### config.mk
export PLATFORM = sky130hd
export DESIGN_NAME = beam_trigger_ctrl
export DESIGN_NICKNAME = d
export VERILOG_FILES = /design/src/rtl/beam_trigger_ctrl.sv
export SDC_FILE = /design/constraint.sdc
export NUM_CORES = 1
export LEC_CHECK = 0
export CORE_ASPECT_RATIO = 1.5
export CORE_MARGIN = 3
export CORE_UTILIZATION = 25
export CTS_CLUSTER_DIAMETER = 80
export DETAILED_ROUTE_END_ITERATION = 10
export GPL_ROUTABILITY_DRIVEN = 0
export PLACE_DENSITY = 0.38
export SKIP_CTS_REPAIR_TIMING = 1
export SYNTH_ARGS = -nofsm -noshare
export SYNTH_HDL_FRONTEND = slang
export SYNTH_SLANG_ARGS = --single-unit
export TNS_END_PERCENT = 10
### constraint.sdc
create_clock -name clk -period 7.1 [get_ports clk]
set_clock_uncertainty 0.05 [all_clocks]
set_input_delay 1.42 -clock clk [delete_from_list [all_inputs] [get_ports clk]]
set_output_delay 1.42 -clock clk [all_outputs]
set_load 0.005 [all_outputs]
### src/rtl/beam_trigger_ctrl.sv
// ---------------------------------------------------------------------------
// beam_trigger_ctrl
//
// Trigger scheduler for the per-beam threshold comparators. Rising edges on
// the beam hit levels are qualified by a mask and a per-beam holdoff, parked
// as pending triggers with a captured timestamp, and serialized through a
// single valid/ready output slot by a round-robin arbiter. Edges that arrive
// while the same beam is already pending are counted as drops.
//
// Build option:
//   BEAM_TRIG_DROPCNT_EN  defined   -> saturating 16-bit drop counter built
//                         undefined -> no counter logic, drop_count tied to 0
//
// Parameters:
//   NBEAM      number of beam hit inputs (2..64)
//   HOLD_BITS  width of the holdoff register and per-beam holdoff counters
//   TS_BITS    width of the free-running timestamp
//
// Ports:
//   clk         system clock
//   rst         synchronous, active-high reset
//   beam_hit    per-beam comparator outputs (level)
//   cfg_wr      one-cycle config write strobe
//   cfg_addr    0 = mask register, 1 = holdoff register
//   cfg_data    write data (holdoff uses the low HOLD_BITS bits)
//   trig_valid  output slot holds a trigger
//   trig_ready  downstream accepts the trigger
//   trig_beam   index of the triggered beam
//   trig_time   timestamp captured at the hit edge
//   drop_count  saturating count of hits lost to an already-pending beam
// ---------------------------------------------------------------------------
module beam_trigger_ctrl #(
  parameter int NBEAM     = 16,
  parameter int HOLD_BITS = 8,
  parameter int TS_BITS   = 16
) (
  input  logic                     clk,
  input  logic                     rst,
  input  logic [NBEAM-1:0]         beam_hit,
  input  logic                     cfg_wr,
  input  logic                     cfg_addr,
  input  logic [NBEAM-1:0]         cfg_data,
  output logic                     trig_valid,
  input  logic                     trig_ready,
  output logic [$clog2(NBEAM)-1:0] trig_beam,
  output logic [TS_BITS-1:0]       trig_time,
  output logic [15:0]              drop_count
);

  localparam int BW = $clog2(NBEAM);
  localparam int SW = BW + 1;  // scan index needs one spare bit for the wrap

  // Registered state
  logic [TS_BITS-1:0]   ts;
  logic [NBEAM-1:0]     hit_q;
  logic [NBEAM-1:0]     mask;
  logic [HOLD_BITS-1:0] holdoff;
  logic [NBEAM-1:0]     pend;
  logic [TS_BITS-1:0]   pts      [NBEAM];
  logic [HOLD_BITS-1:0] hold_cnt [NBEAM];
  logic [BW-1:0]        rr_ptr;

  // Combinational decode
  logic [NBEAM-1:0]     hold_zero;
  logic [NBEAM-1:0]     hit_edge;
  logic [NBEAM-1:0]     qual;
  logic [NBEAM-1:0]     set_req;
  logic [NBEAM-1:0]     grant_vec;
  logic [NBEAM-1:0]     pend_nxt;
  logic                 slot_free;
  logic                 pend_hit;
  logic                 grant;
  logic [BW-1:0]        grant_idx;
  logic [BW-1:0]        rr_nxt;
  logic [SW-1:0]        scan_idx;
  logic                 mask_wr;
  logic                 hold_wr;

  assign mask_wr = cfg_wr & ~cfg_addr;
  assign hold_wr = cfg_wr & cfg_addr;

  always_comb begin
    for (int i = 0; i < NBEAM; i++) begin
      hold_zero[i] = (hold_cnt[i] == '0);
    end
  end

  // A held-high level produces exactly one edge.
  assign hit_edge = beam_hit & ~hit_q;
  assign qual     = hit_edge & ~mask & hold_zero;
  assign set_req  = qual & ~pend;

  assign slot_free = ~trig_valid | trig_ready;

  // Round-robin search: first pending beam at or above rr_ptr, wrapping.
  always_comb begin
    // NOTE: every variable written here gets a default first, so no path
    // through the loop can leave it unassigned and infer a latch.
    pend_hit  = 1'b0;
    grant_idx = '0;
    scan_idx  = '0;
    for (int k = 0; k < NBEAM; k++) begin
      scan_idx = {1'b0, rr_ptr} + SW'(k);
      if (scan_idx >= SW'(NBEAM)) scan_idx = scan_idx - SW'(NBEAM);
      if (!pend_hit && pend[scan_idx[BW-1:0]]) begin
        pend_hit  = 1'b1;
        grant_idx = scan_idx[BW-1:0];
      end
    end
  end

  assign grant     = slot_free & pend_hit;
  assign grant_vec = grant ? (NBEAM'(1) << grant_idx) : '0;
  assign rr_nxt    = (grant_idx == BW'(NBEAM - 1)) ? '0 : grant_idx + 1'b1;

  // A beam granted this cycle still reads as pending to its own edge, so a
  // coinciding edge is a drop (set_req excludes it). A mask write clears the
  // newly masked beams last, so it wins over a same-cycle pending-set.
  always_comb begin
    pend_nxt = (pend | set_req) & ~grant_vec;
    if (mask_wr) pend_nxt = pend_nxt & ~cfg_data;
  end

  always_ff @(posedge clk) begin
    // NOTE: sequential state uses non-blocking assignments so every register
    // samples pre-edge values no matter the statement order.
    if (rst) begin
      ts         <= '0;
      hit_q      <= '0;
      mask       <= '1;
      holdoff    <= '0;
      pend       <= '0;
      rr_ptr     <= '0;
      trig_valid <= 1'b0;
      trig_beam  <= '0;
      trig_time  <= '0;
      for (int i = 0; i < NBEAM; i++) hold_cnt[i] <= '0;
    end else begin
      ts    <= ts + 1'b1;
      hit_q <= beam_hit;
      pend  <= pend_nxt;
      if (mask_wr) mask    <= cfg_data;
      if (hold_wr) holdoff <= HOLD_BITS'(cfg_data);

      // A grant reloads from the register value before any same-cycle write.
      for (int i = 0; i < NBEAM; i++) begin
        if (grant_vec[i])       hold_cnt[i] <= holdoff;
        else if (!hold_zero[i]) hold_cnt[i] <= hold_cnt[i] - 1'b1;
      end

      if (grant) begin
        trig_valid <= 1'b1;
        trig_beam  <= grant_idx;
        trig_time  <= pts[grant_idx];
        rr_ptr     <= rr_nxt;
      end else if (slot_free) begin
        trig_valid <= 1'b0;
      end
    end
  end

  // NOTE: pts is intentionally not reset; an entry is only read while its
  // pend bit is set, and pend itself is reset.
  always_ff @(posedge clk) begin
    for (int i = 0; i < NBEAM; i++) begin
      if (set_req[i]) pts[i] <= ts;
    end
  end

`ifdef BEAM_TRIG_DROPCNT_EN
  localparam int CW = $clog2(NBEAM + 1);

  logic [NBEAM-1:0] drop_req;
  logic [CW-1:0]    drop_pop;
  logic [16:0]      drop_sum;

  assign drop_req = qual & pend;

  always_comb begin
    drop_pop = '0;
    for (int i = 0; i < NBEAM; i++) drop_pop = drop_pop + CW'(drop_req[i]);
  end

  assign drop_sum = {1'b0, drop_count} + 17'(drop_pop);

  always_ff @(posedge clk) begin
    if (rst)              drop_count <= '0;
    else if (drop_sum[16]) drop_count <= 16'hFFFF;
    else                  drop_count <= drop_sum[15:0];
  end
`else
  assign drop_count = '0;
`endif

endmodule

==> results of run 1 <==
-- per-layer routing --
| layer | GRT usage, % | vias to the layer above | routed length, um |
|---|---|---|---|
| met2 | 26.3 | 463 | 38400 |
| met5 | 0 | - | 0 |
| li1 | - | 7980 | - |
| met4 | 5.85 | 0 | 2980 |
| met3 | 2.15 | 136 | 3270 |
| met1 | 18.9 | 8554 | 32400 |
-- worst max-delay path: cells and delay by family, from the launching register on --
family	cells	cell delay, ps
DFF	1	330
adders and majority gates	3	1210
AOI/OAI and AO/OA	6	1830
and+or+nand+nor	4	1810
buffers and inverters	3	630
-- final cells by class --
cell class | count | area, um2
inverter | 54 | 206
fill | 9785 | 67900
timing repair buffer | 107 | 975
clock inverter | 27 | 322
sequential | 481 | 13500
clock buffer | 71 | 1440
tap | 1269 | 1590
multi-input combinational | 1491 | 9910
-- path summary, 6_finish.rpt --
kind                                 from               to  slack (ps)  depth (start not counted)
worst max-delay path            rr_ptr[1]  hold_cnt[0][61]         920                         16
worst min-delay path              mask[5]          mask[5]         390                          2
worst max register to register  rr_ptr[1]  hold_cnt[0][61]         920                         16
worst min register to register    mask[5]          mask[5]         390                          2
-- stage by stage --
| stage | hold slack (ps) | cells | area, um2 |
|---|---|---|---|
| 6_report | 395 | 3500 | 27900 |
| 4_1_cts | 396 | 3500 | 27900 |
| 5_1_grt | 417 | 3500 | 27900 |
| 2_1_floorplan | 373 | 2165 | 24200 |
| 3_3_place_gp | 381 | 3402 | 26100 |
| 3_5_place_dp | 387 | 3402 | 26100 |
-- sequential cells by signal (all words and copies together), names as in the netlist, 4 cells and up --
signal,count
pend,16
trig_beam,4
hit_q,16
holdoff,8
rr_ptr,4
trig_time,16
ts,16
mask,16
hold_cnt,128
pts,256
-- layout by cell type, fill, tap and decap left out, types with 52 or more instances in the layout --
cell	count
edfxtp_1	384
nand2_1	290
nor2_1	170
a21oi_1	119
dfxtp_1	97
mux2i_1	93
nand3_1	87
a211oi_1	73
nor3_1	66
clkdlybuf4s50_1	56
xnor2_1	52
clkbuf_16	52
-- cell families after synthesis --
family                     Yosys count
and+or+nand+nor                    817
xor gates and xnor gates           100
DFF                                481
buffers and inverters              193
muxes                              155
AOI/OAI and AO/OA                  376
adders and majority gates           27
other                                1
-- report_power, final --
part / total [W] / leakage (nW) / internal (W) / switching [W]
clock network: 0.00284 / 0.862 / 0.00165 / 0.00120
logic: 0.00570 / 4.46 / 0.00214 / 0.00357
registers: 0.00390 / 4.64 / 0.00358 / 0.000323
==> run summary, run 1 <==
Reg clk slew, reported paths -> 60 ps
H-tree depth -> 2
Mux share of post-synthesis cell area -> 8.31%
Hold Violations, Final -> 0
Crit path capture type -> flip-flop
Largest family of logic cells by synthesized area -> simple AND/OR/NAND/NOR gates
RSZ-0062 raised after global routing -> no
N_diodes -> 0
PwrDens -> 446 mW/mm2
Startpoint types -> flip-flop
Synth Area in Simple Gates -> 16.0%
Distinct cell type count after synthesis -> 82
GRT Total Usage -> 15.2%
Post-Synth Adder-Cell Area -> 1.40%
Worst Path Arrival -> 6460 ps
Total clock sinks -> 481
YS warnings -> 0
Rows -> 139
Iter 0 DRT Violations -> 1359
Port Buffers -> 57
Remaining DRCs -> 0
Cell taking the most area after synthesis -> edfxtp_1
Post-Synthesis Cells -> 2150
Clock insertion delay at the later pin of the skew report -> 630 ps
Number of iterations in the first detailed-routing pass -> 5
Detailed-route via count -> 17133
Syn-to-layout area delta -> 15.6%
Syn_area_per_cell -> 11.2 um2
Synthesis-stage register bit count -> 481
Final setup margin -> 925 ps
Synth Area in Compound Gates -> 10.9%
Max cap viols -> 0
Critical Path Slowest Stage Cell -> a2111oi_0
Setup Crit Path Kind -> reg2reg
Post-synthesis async set-or-reset flop share -> 0%
Cell breakdown of the critical path -> inv_1, ha_1, buf_4, nand2_1, o2111a_1, or4_1, o21ai_0, a21oi_1, a2111oi_0, o21ai_0, a21oi_4, inv_1, ha_1, ha_1, and3_1, or3b_2
LEAKAGE -> 9.96 nW
Initial antenna violation count -> 1
I/O pins -> 74
Total power -> 0.0124 W
Status -> complete, no violations
Rel. slew slack -> 30.5%
DP Worst Slack -> 921 ps
Post-DP HPWL -> 51000 um
Worst Max-Slew Pin Slew -> 1040 ps
Area of the mapped netlist -> 0.0242 mm2
Top_reg_cell synth -> edfxtp_1
Layout cells sized above 1 -> 11.6%
Routed WL -> 77000 um
EDFF count, synth -> 384
DR vias/cell -> 4.90
Total CTS buffers -> 52
Post-synth top cells -> 384 x edfxtp_1, 290 x nand2_1, 180 x nor2_1, 119 x a21oi_1, 97 x dfxtp_1
Die width -> 260 um
Critical path peak fanout -> 18
First-pass GRT wire length -> 115000 um
Setup_tns -> 0 ps
Core area -> 0.0958 mm2
Fin crit share -> 87.0%
CTS root buffer -> clkbuf_16
Final setup vio count -> 0
XOR/XNOR share of the synthesized area -> 3.63%
Utilization after layout -> 29.1%
Max VDD drop -> 0.452 mV
Crit path time final -> 6180 ps
Die area -> 0.100 mm2
CP most frequent cell -> ha_1
Final ANT Viol Nets -> 0
CTS tree -> done
Required time worst endpoint -> 7380 ps
Vias in the first global route -> 17215
Die Ht -> 387 um
Fmax -> 162 MHz
Initial Util -> 25.2%
Grt total ovfl -> 0
Ranking of synthesized cells by area -> edfxtp_1 48%, dfxtp_1 8.0%, nand2_1 4.5%, mux2i_1 3.9%, mux4_2 3.1%
Clock Path Buffers -> 3
Post-detailed-route wirelength per cell -> 22.0 um
Max-slew violation count -> 0
Part of the Yosys area used for sequential elements -> 55.8%
Worst hold path class -> reg2reg
Count leader, synth -> edfxtp_1
Nets -> 2251
Largest net degree at the start of global routing -> 130
Synth top area share -> 47.7%
Crit-path max cell delay -> 700 ps
Power figures use the tool's default switching activity.
==> inputs of run 2 (changes only) <==
==> constraint.sdc (replaced) <==
create_clock -name clk -period 7.1 [get_ports clk]
set_clock_uncertainty 0.05 [all_clocks]
set_input_delay 1.42 -clock clk [delete_from_list [all_inputs] [get_ports clk]]
set_output_delay 1.42 -clock clk [all_outputs]
set_load 0.05 [all_outputs]
==> results of run 2 <==
The final DEF is identical to that of run 1. Status: complete, no violations.
Main changes from that run: total power 0.0124 W -> 0.0126 W
